<file path="config.mk">
export PLATFORM = sky130hd
export DESIGN_NAME = fpu_result_buffer
export DESIGN_NICKNAME = d
export VERILOG_FILES = /design/src/rtl/fpu_pkg.sv /design/src/rtl/fpu_sync_fifo.sv /design/src/rtl/fpu_result_buffer.sv
export SDC_FILE = /design/constraint.sdc
export NUM_CORES = 1
export LEC_CHECK = 0
export CAP_MARGIN = 20
export CORE_UTILIZATION = 25
export CTS_BUF_LIST = sky130_fd_sc_hd__clkbuf_2
export CTS_CLUSTER_SIZE = 25
export DETAILED_ROUTE_END_ITERATION = 12
export GPL_ROUTABILITY_DRIVEN = 1
export SYNTH_ARGS = -nofsm -noshare
export SYNTH_HDL_FRONTEND = slang
export SYNTH_SLANG_ARGS = --single-unit
</file>
<file path="constraint.sdc">
create_clock -name clk -period 8.3 [get_ports clk]
set_input_delay 0.83 -clock clk [delete_from_list [all_inputs] [get_ports clk]]
set_output_delay 0.83 -clock clk [all_outputs]
set_load 0.1 [all_outputs]
</file>
<file path="src/rtl/fpu_pkg.sv">
// Shared FPU types and constants for the result path.
package fpu_pkg;

  // Bit positions inside the 5-bit IEEE exception vector.
  localparam int unsigned FLG_OVF  = 4;
  localparam int unsigned FLG_UNF  = 3;
  localparam int unsigned FLG_INX  = 2;
  localparam int unsigned FLG_DIVZ = 1;
  localparam int unsigned FLG_INV  = 0;

  // Widest request tag any FPU client is expected to carry.
  localparam int unsigned TAG_W_MAX = 16;

  // One rounded FPU result; the tag field is sized for the widest client.
  typedef struct packed {
    logic [63:0]          fp;
    logic [4:0]           flags;
    logic                 db;
    logic [TAG_W_MAX-1:0] tag;
  } fpu_result_t;

  // Width of a result excluding its tag (fp + flags + db).
  localparam int unsigned CORE_W = $bits(fpu_result_t) - TAG_W_MAX;

endpackage

</file>
<file path="src/rtl/fpu_sync_fifo.sv">
// Generic DEPTH x WIDTH synchronous FIFO with zeroed storage on reset.
module fpu_sync_fifo #(
  parameter int unsigned DEPTH = 4,
  parameter int unsigned WIDTH = 8
) (
  input  logic                       clk,
  input  logic                       rst_n,
  input  logic                       push,
  input  logic                       pop,
  input  logic [WIDTH-1:0]           wr_data,
  output logic [WIDTH-1:0]           rd_data,
  output logic                       full,
  output logic                       empty,
  output logic [$clog2(DEPTH+1)-1:0] count
);

  localparam int unsigned PTR_W = $clog2(DEPTH);
  localparam int unsigned CNT_W = $clog2(DEPTH+1);
  localparam logic [CNT_W-1:0] FULL_CNT = CNT_W'(DEPTH);

  logic [WIDTH-1:0] mem [DEPTH];
  logic [PTR_W-1:0] wr_ptr;
  logic [PTR_W-1:0] rd_ptr;
  logic             do_push;
  logic             do_pop;

  assign full    = (count == FULL_CNT);
  assign empty   = (count == '0);
  assign do_push = push && !full;
  assign do_pop  = pop && !empty;
  assign rd_data = mem[rd_ptr];

  // Storage, pointer and occupancy update; pointers wrap naturally.
  always_ff @(posedge clk) begin
    if (!rst_n) begin
      wr_ptr <= '0;
      rd_ptr <= '0;
      count  <= '0;
      for (int unsigned i = 0; i < DEPTH; i++) begin
        mem[i] <= '0;
      end
    end else begin
      if (do_push) begin
        mem[wr_ptr] <= wr_data;
        wr_ptr      <= wr_ptr + PTR_W'(1);
      end
      if (do_pop) begin
        rd_ptr <= rd_ptr + PTR_W'(1);
      end
      case ({do_push, do_pop})
        2'b10:   count <= count + CNT_W'(1);
        2'b01:   count <= count - CNT_W'(1);
        default: count <= count;
      endcase
    end
  end

endmodule

</file>
<file path="src/rtl/fpu_result_buffer.sv">
// Registered FPU result stage: FIFO buffering, sticky IEEE flags and trap pulse.
module fpu_result_buffer
  import fpu_pkg::*;
#(
  parameter int unsigned DEPTH = 4,
  parameter int unsigned TAG_W = 4
) (
  input  logic                       clk,
  input  logic                       rst_n,
  input  logic                       in_valid,
  output logic                       in_ready,
  input  logic [63:0]                in_fp,
  input  logic [4:0]                 in_flags,
  input  logic                       in_db,
  input  logic [TAG_W-1:0]           in_tag,
  output logic                       out_valid,
  input  logic                       out_ready,
  output logic [63:0]                out_fp,
  output logic [4:0]                 out_flags,
  output logic                       out_db,
  output logic [TAG_W-1:0]           out_tag,
  input  logic                       flag_clr,
  input  logic [4:0]                 trap_en,
  output logic [4:0]                 sticky_flags,
  output logic                       trap,
  output logic [$clog2(DEPTH+1)-1:0] count
);

  localparam int unsigned WIDTH = CORE_W + TAG_W;

  logic             full;
  logic             empty;
  logic             push;
  logic             pop;
  logic [WIDTH-1:0] wr_data;
  logic [WIDTH-1:0] rd_data;

  // in_ready depends only on occupancy, never on out_ready.
  assign in_ready  = !full;
  assign out_valid = !empty;
  assign push      = in_valid && !full;
  assign pop       = out_ready && !empty;

  // Entry layout matches fpu_result_t with the tag trimmed to TAG_W.
  assign wr_data = {in_fp, in_flags, in_db, in_tag};
  assign {out_fp, out_flags, out_db, out_tag} = rd_data;

  fpu_sync_fifo #(
    .DEPTH (DEPTH),
    .WIDTH (WIDTH)
  ) u_fifo (
    .clk     (clk),
    .rst_n   (rst_n),
    .push    (push),
    .pop     (pop),
    .wr_data (wr_data),
    .rd_data (rd_data),
    .full    (full),
    .empty   (empty),
    .count   (count)
  );

  // Sticky flags accumulate at push time; clear takes effect before accumulation.
  // Trap pulses the cycle after a push raising any enabled exception.
  always_ff @(posedge clk) begin
    if (!rst_n) begin
      sticky_flags <= '0;
      trap         <= 1'b0;
    end else begin
      sticky_flags <= (flag_clr ? 5'b0 : sticky_flags) | (push ? in_flags : 5'b0);
      trap         <= push && ((in_flags & trap_en) != 5'b0);
    end
  end

endmodule

</file>
==> results of run 1 <==
synth_stat cells:
library cell / instances
sky130_fd_sc_hd__a21boi_0: 2
sky130_fd_sc_hd__a21o_1: 1
sky130_fd_sc_hd__a222oi_1: 1
sky130_fd_sc_hd__a22oi_1: 1
sky130_fd_sc_hd__a32o_1: 5
sky130_fd_sc_hd__and2_1: 300
sky130_fd_sc_hd__and3_1: 1
sky130_fd_sc_hd__buf_1: 3
sky130_fd_sc_hd__buf_2: 14
sky130_fd_sc_hd__buf_4: 1
sky130_fd_sc_hd__buf_6: 2
sky130_fd_sc_hd__clkbuf_1: 18
sky130_fd_sc_hd__clkbuf_2: 13
sky130_fd_sc_hd__dfxtp_1: 15
sky130_fd_sc_hd__edfxtp_1: 296
sky130_fd_sc_hd__fa_1: 1
sky130_fd_sc_hd__ha_1: 1
sky130_fd_sc_hd__inv_1: 6
sky130_fd_sc_hd__inv_2: 1
sky130_fd_sc_hd__mux2i_1: 1
sky130_fd_sc_hd__mux4_2: 74
sky130_fd_sc_hd__nand2_1: 3
sky130_fd_sc_hd__nand2b_1: 2
sky130_fd_sc_hd__nand3_1: 1
sky130_fd_sc_hd__nand3b_1: 1
sky130_fd_sc_hd__nor2b_1: 2
sky130_fd_sc_hd__nor3_1: 1
sky130_fd_sc_hd__nor3_2: 1
sky130_fd_sc_hd__nor3b_4: 1
sky130_fd_sc_hd__nor4b_2: 1
sky130_fd_sc_hd__o21ai_0: 6
sky130_fd_sc_hd__o311ai_0: 1
sky130_fd_sc_hd__o31a_1: 1
sky130_fd_sc_hd__or3_1: 2
sky130_fd_sc_hd__or3b_1: 1
sky130_fd_sc_hd__xnor2_1: 3
sky130_fd_sc_hd__xor2_1: 1
per-layer routing:
metal | GRT usage (%) | vias to the layer above | wire length, um
met4 | 4.66 | 2 | 624
met1 | 15.7 | 3799 | 14400
met2 | 20.3 | 215 | 16200
li1 | - | 3422 | -
met5 | 0 | - | 18
met3 | 4.26 | 45 | 2110
power groups by stage:
stage,registers (mW),logic (mW),clock network [mW]
after floorplan,2.05,1.64,0
after global placement,2.03,2.15,0
after detailed placement,2.04,2.17,0
after CTS,2.00,2.17,1.22
after global routing,2.02,2.23,1.30
final,2.00,2.14,1.16
critical path, delay by kind of cell, from the launching register on:
kind | cells | cell delay [ps]
buffers and inverters | 3 | 2150
DFF | 1 | 700
muxes | 1 | 590
cells by family (layout without fill, tap and decap cells):
kind of cell / Yosys count / count (layout) / share of synthesized area [%]
simple gates: 317 / 317 / 15.0
flops: 311 / 311 / 68.9
mux: 75 / 75 / 12.6
buf+inv: 58 / 344 / 2.03
compound gates: 18 / 18 / 1.03
xor+xnor: 4 / 4 / 0.263
fa+ha+maj: 2 / 2 / 0.244
other cells: 0 / 6 / 0
state kept, by name, indices dropped and copies added (netlist names), named ones only:
name and cells:
sticky_flags 5, trap 1, u_fifo.count 3, u_fifo.mem 296, u_fifo.rd_ptr 2, u_fifo.wr_ptr 2
area by class of cell:
| class | instances | area (sq um) |
|---|---|---|
| fillers | 5152 | 35900 |
| flip-flops and latches | 311 | 9200 |
| multi-input cells | 416 | 3950 |
| repair buffers | 186 | 1900 |
| well taps | 688 | 861 |
| clock buffers | 131 | 656 |
| clock inverters | 20 | 163 |
| inverters | 7 | 26.3 |
| diodes | 6 | 15.0 |
through the flow:
step / std cells / utilization (%) / hold slack, ps / power (mW) / worst slack (ps)
floorplan: 785 / - / 476 / 3.69 / 634
global placement: 1603 / 30.0 / 476 / 4.19 / 3830
detailed placement: 1607 / 30.2 / 498 / 4.21 / 3800
CTS: 1758 / 31.8 / 309 / 5.40 / 2580
global route: 1764 / 31.8 / 331 / 5.55 / 2460
finish: 1765 / 31.9 / 503 / 5.30 / 2960
worst min path at each step:
stage / to / slack [ps] / depth (start not counted)
2_1_floorplan: u_fifo.wr_ptr[0]$_SDFFE_PN0P_ / 480 / 2
3_3_place_gp: sticky_flags[3]$_SDFF_PN0_ / 480 / 1
3_5_place_dp: sticky_flags[2]$_SDFF_PN0_ / 500 / 1
4_1_cts: u_fifo.mem[1][65]$_SDFFCE_PN0P_ / 310 / 2
5_1_grt: u_fifo.mem[2][56]$_SDFFCE_PN0P_ / 330 / 2
6_report: u_fifo.mem[1][65]$_SDFFCE_PN0P_ / 500 / 2
==> results.txt, run 1 <==
The first global-routing pass estimated 49.9 mm of wire. The longest clock path from root to sink contains 3 buffers. The cell count after synthesis is 785. The standard cell core area is 0.0527 sq mm. The analysis attributes to cell leakage a power of 6.02 nW.

The top cell type by area accounts for 66.6% of the synthesized area. Timing would allow up to 187 MHz. In this run, flip-flops and latches consume 37.6% of the power. After legalization and detailed placement, the total HPWL measured 18.5 mm. TritonCTS built the clock tree.

The clock latency at the later pin of the worst-skew pair is 1050 ps. Sequential cells were found to cover 68.9% of the synthesized design area. The hold-fix buffer count after cts came out at 0. The top cell types in the final layout, fill and taps aside, are sky130_fd_sc_hd__and2_1 (300), sky130_fd_sc_hd__edfxtp_1 (296), sky130_fd_sc_hd__clkdlybuf4s50_1 (168). The tree is rooted in a sky130_fd_sc_hd__clkbuf_2. The flow ran to the end, and the final reports show no timing, DRC or antenna violations. The final instance area is 0.0168 sq mm. The signed area change from the synthesized netlist to the final layout is 25.7%. The synthesized net count came out at 871. The data arrival time of the critical path is 4510 ps. The die height is 233 um. The net load switching power is 2.29 mW.

The number of synthesis warnings is 0. In the global route stage, overall resource usage came out at 12.6%. The worst-case IR drop observed on VDD is 0.363 mV. In the routed design, unresolved DRC markers number 0. After synthesis, the mean cell area works out to 17.0 sq um.

The die outline width came out at 233 um. The total grt overflow came out at 0. The slew at the pin with the worst max-slew slack came out at 1080 ps.

The post-detailed-route wirelength per cell is 18.9 um. The tool flagged a number of max-cap violations equal to 0. The fraction of power spent switching nets came out at 43.1%. Summed over all instances, the cell type with the most area after synthesis is sky130_fd_sc_hd__edfxtp_1. Synthesis inferred 311 register bits. The cell area after placement is 0.0159 sq mm.

The violation count after the first detailed-routing iteration came out at 406. The worst relative slew slack came out at 27.5%. The routed design has 33.4 mm of wire. On the critical path, the stage with the largest delay is an instance of sky130_fd_sc_hd__clkdlybuf4s50_1. The worst hold path begins at in_fp[55]. The final weighted congestion in routability-driven placement came out at 0.701. Entering global routing, the biggest net connects 81 pins.

The clock transition at the registers of the reported paths came out at 110 ps. The required time at the endpoint of the critical path came out at 7470 ps. The count of buffers inserted at the top-level ports is 168. The depth of the worst register-to-register path is 6. The final critical delay including setup and external delays is 5340 ps. The number of sinks driven by the clock tree is 311.

The library cell used most frequently in the layout, excluding fill and tap cells, is sky130_fd_sc_hd__and2_1. The worst-path maximum fanout came out at 26. The mean number of vias per cell is 4.24. The final-report max-slew violation count is 0.

The combinational share of power came out at 40.4%. The type of the worst setup path is flip-flop to output pin. The initial core utilization is 25.3%.

After synthesis the cells add up to 0.0133 sq mm. For the final routed database, the setup TNS stands at 0 ps. The I/O pin count is 169.

STA classifies the critical path endpoint as an output pin. The internal portion of total power is 3.02 mW. The class of the tightest hold or removal check is input pin to flip-flop. The signal on the critical path passes through buf_4 > buf_4 > mux4_2 > clkdlybuf4s50_1.

The endpoint of the worst setup timing path is out_flags[2]. The H-tree generated during clock tree synthesis spans 3 levels. The element type at the critical path start is a flip-flop. The power per standard cell area came out at 316 mW/mm^2. The number of clock buffers added by TritonCTS is 87. The area enclosed by the die boundary came out at 0.0543 sq mm. The endpoint identified for the worst register-to-register timing path is u_fifo.mem[0][64]$_SDFFCE_PN0P_. The slack of the worst reg-to-reg path is 5430 ps. The number of placement rows is 84.

The number of antenna violations at the first check in global routing came out at 4. The synthesized netlist contains 37 unique library cells. The final critical-path share of the clock period is 64.4%. The total setup buffers inserted after CTS came out at 0. The number of nets with antenna violations after routing is 0.

The number of global-route vias before repair is 8333. The count of TritonRoute iterations in the first routing pass is 4. The start of the worst register-to-register path is u_fifo.count[1]$_SDFFE_PN0P_. After synthesis, the cell types taking the most area are sky130_fd_sc_hd__edfxtp_1 (67%), sky130_fd_sc_hd__and2_1 (14%), sky130_fd_sc_hd__mux4_2 (12%). In this design, the critical path's most frequently occurring cell is sky130_fd_sc_hd__buf_4.

The number of hold-slack violations in the final timing report came out at 0. Setup repair after global routing left no endpoint under its margin. The fraction of layout cells with a size suffix above 1 came out at 22.7%.

The maximum clock skew at final layout is 99.4 ps. The post-cts sizing count came out at 0. The final layout net count is 1095. The detailed router placed 7483 vias in this run. The number of endpoints failing setup at the final stage came out at 0. The share of total power in the clock network came out at 22.0%. For this run, the slowest stage of the critical path takes 1000 ps.
Note: power is estimated with default switching activity, not from simulation.
==> inputs of run 2 (changes only) <==
==> constraint.sdc (replaced) <==
create_clock -name clk -period 5.18 [get_ports clk]
set_input_delay 0.518 -clock clk [delete_from_list [all_inputs] [get_ports clk]]
set_output_delay 0.518 -clock clk [all_outputs]
set_load 0.1 [all_outputs]
==> run 2 against run 1 <==
  * Clock skew down 54 ps
  * Worst hold slack worse by 260 ps
  * Clock-buffer cell count down 4
  * First-iteration DRC count down 0.49%
  * Clock power up 44%
  * Final area down 0.75%
  * Highest routed layer is now met4
  * Routed wire length down 4.1%
  * Critical path type unchanged
  * Via count down 0.57%
  * Sequential cell count unchanged
  * Register-to-register slack worse by 2800 ps
==> results.txt, run 2 (same netlist as run 1, synthesis figures left out) <==
The maximum number of pins on one net before global-route repair came out at 75. The internal power of the cells totals 4.67 mW. The clock passes through at most 3 buffers.

The area taken by multi-input logic gates came out at 0.00395 sq mm. Measured along the x axis, the die boundary spans 233 um. CTS saw 311 sinks. The global-route wire length before repair is 48.7 mm. The mean number of vias per cell came out at 4.22. The share of total power dissipated in sequential elements is 38.0%.

In this run the power density over the cells is 499 mW/mm^2. The library cell used most frequently in the layout, excluding fill and tap cells, is sky130_fd_sc_hd__and2_1. The number of endpoints failing setup at the final stage is 0.

The number of hold-slack violations in the final timing report came out at 0. The signed area change from the synthesized netlist to the final layout is 24.8%. u_fifo.mem holds more flip-flops than any other register. The post-cts sizing count came out at 0.

The initial core utilization is 25.3%. The largest registers in the layout are u_fifo.mem x296, sticky_flags x5, u_fifo.count x3. The met1 track utilization from global routing came out at 16.1%.

Based on the critical path, the design can be clocked at up to 245 MHz. The final-report max-slew violation count came out at 0. For this run, the share of the core covered by cells in the final layout is 31.6%. Row generation in the floorplan step produced 84 rows. The area enclosed by the die boundary is 0.0543 sq mm. The final weighted congestion in routability-driven placement came out at 0.671. The clock transition at the registers of the reported paths is 100 ps. The routed design has 32.0 mm of wire. The slew at the pin with the worst max-slew slack came out at 1100 ps. Setup repair after global routing left no endpoint under its margin.

The combinational share of power is 41.9%. Leaving out fill and tap cells, the most frequent cells in the layout are sky130_fd_sc_hd__and2_1 (300), sky130_fd_sc_hd__edfxtp_1 (296), sky130_fd_sc_hd__clkdlybuf4s50_1 (168). The standard cell core area came out at 0.0527 sq mm. The flow ran to the end, and the final reports show no timing, DRC or antenna violations. The largest voltage drop on the vdd net is 0.489 mV. Registers take 0.00920 sq mm. The global routing stage identified its most utilized layer as met2.

Measured against its own limit, the worst slew margin works out to 26.4%. The routed layout has 7440 vias. The level count of the clock H-tree is 3.

The maximum clock skew at final layout came out at 44.9 ps. The count of nets left with antenna violations once routing finished came out at 0. The post-route DRC violation count is 0. The number of global-route vias before repair came out at 8143. The flip-flop count of the largest register after layout came out at 296. The violation count after the first detailed-routing iteration came out at 404. The worst-path maximum fanout came out at 39. TritonCTS built the clock tree. The clock latency at the later pin of the worst-skew pair came out at 950 ps.

The worst setup path is captured at an output pin. The detailed placer's ending HPWL came out at 17.7 mm. The worst setup path is of the flip-flop to output pin kind. The final layout net count came out at 1092. The max-cap violation count is 0. The number of antenna violations at the first check in global routing is 2. The final critical delay including setup and external delays is 4080 ps. The worst setup path is launched from a flip-flop. Pin placement for this block handled 169 I/O pins.

The net load switching power came out at 3.64 mW. The post-detailed-route wirelength per cell came out at 18.2 um. At the worst endpoint, the arrival time is 3560 ps. The count of TritonRoute iterations in the first routing pass is 5. The tightest min-delay check is of the input pin to flip-flop type. The filler cells instantiated in the layout total 5167. The count of buffers inserted at the top-level ports came out at 168. The hold-fix buffer count after cts came out at 0. The global-route track usage on met3 is 3.76%.

The post-route netlist has 22.2% of its cells at a drive strength greater than 1. For this run, global-route usage on met2 was measured as 18.8%. Once the clock tree was built, the setup fixing pass inserted 0 buffers. The share of total power in the clock network is 20.1%. In this run the static leakage power is 5.96 nW.

Of the available clock period, the critical path in the final layout requires 78.7%. The overall track demand over capacity in global routing is 12.3%. The fraction of power spent switching nets came out at 43.8%. Data on the critical path is required at its endpoint by 4660 ps. The total clock buffers created by CTS came out at 85. The cell sitting at the root of the clock tree is a sky130_fd_sc_hd__clkbuf_2.

The smallest hold slack is 246 ps. The total grt overflow came out at 0. The die height came out at 233 um.
-- run 2: cell types whose count changed in the layout (fill, tap and decap cells not counted), sizes merged --
cell / change
bufinv: -3
inv: +4
clkinv: +3
buf: -1
diode: -1
clkbuf: -4
-- run 2: power by group through the flow --
stage | sequential (mW) | combinational, mW | clock [mW]
final | 3.16 | 3.48 | 1.67
after global routing | 3.19 | 3.63 | 1.90
after CTS | 3.16 | 3.54 | 1.77
after detailed placement | 3.22 | 3.53 | 0
after global placement | 3.21 | 3.52 | 0
after floorplan | 3.27 | 2.63 | 0
-- run 2: through the flow --
step,cells,cell area [sq um],setup TNS (ps),power [mW],setup WS [ps]
6_report,1763,16600,0,8.31,1100
5_1_grt,1760,16600,0,8.72,792
4_1_cts,1758,16600,0,8.47,786
3_5_place_dp,1607,15900,0,6.75,1790
3_3_place_gp,1607,15900,0,6.73,1820
2_1_floorplan,785,13400,-72210,5.90,-488
-- run 2: routing by layer --
metal,up-vias,share of wire (%),wire [um]
li1,3429,-,-
met1,3761,45,14400
met2,205,47,15000
met3,45,6.2,1970
met4,0,2.1,658
met5,-,0,0
-- run 2: worst max-delay path: stages (launching register included) --
cell and delay [ps]:
sky130_fd_sc_hd__dfxtp_4 780, sky130_fd_sc_hd__buf_12 360, sky130_fd_sc_hd__mux4_2 250, sky130_fd_sc_hd__clkdlybuf4s50_1 1210
-- run 2: final cells by class --
class | count | share of cell area (%)
clock inverter | 24 | 0.564
multi-input combinational | 416 | 23.7
tap | 688 | 5.17
timing repair buffer | 185 | 11.2
inverter | 7 | 0.158
antenna | 5 | 0.0752
sequential | 311 | 55.2
clock buffer | 127 | 3.82
-- run 2: worst paths after layout --
path,from,end,slack (ps),cells after the start
setup / recovery,flip-flop,out_fp[11],1100,3
hold / removal,trap_en[4],trap$_SDFF_PN0_,250,3
setup reg to reg,u_fifo.count[2]$_SDFFE_PN0P_,u_fifo.count[2]$_SDFFE_PN0P_,2590,9
hold reg to reg,sticky_flags[3]$_SDFF_PN0_,sticky_flags[3]$_SDFF_PN0_,510,1
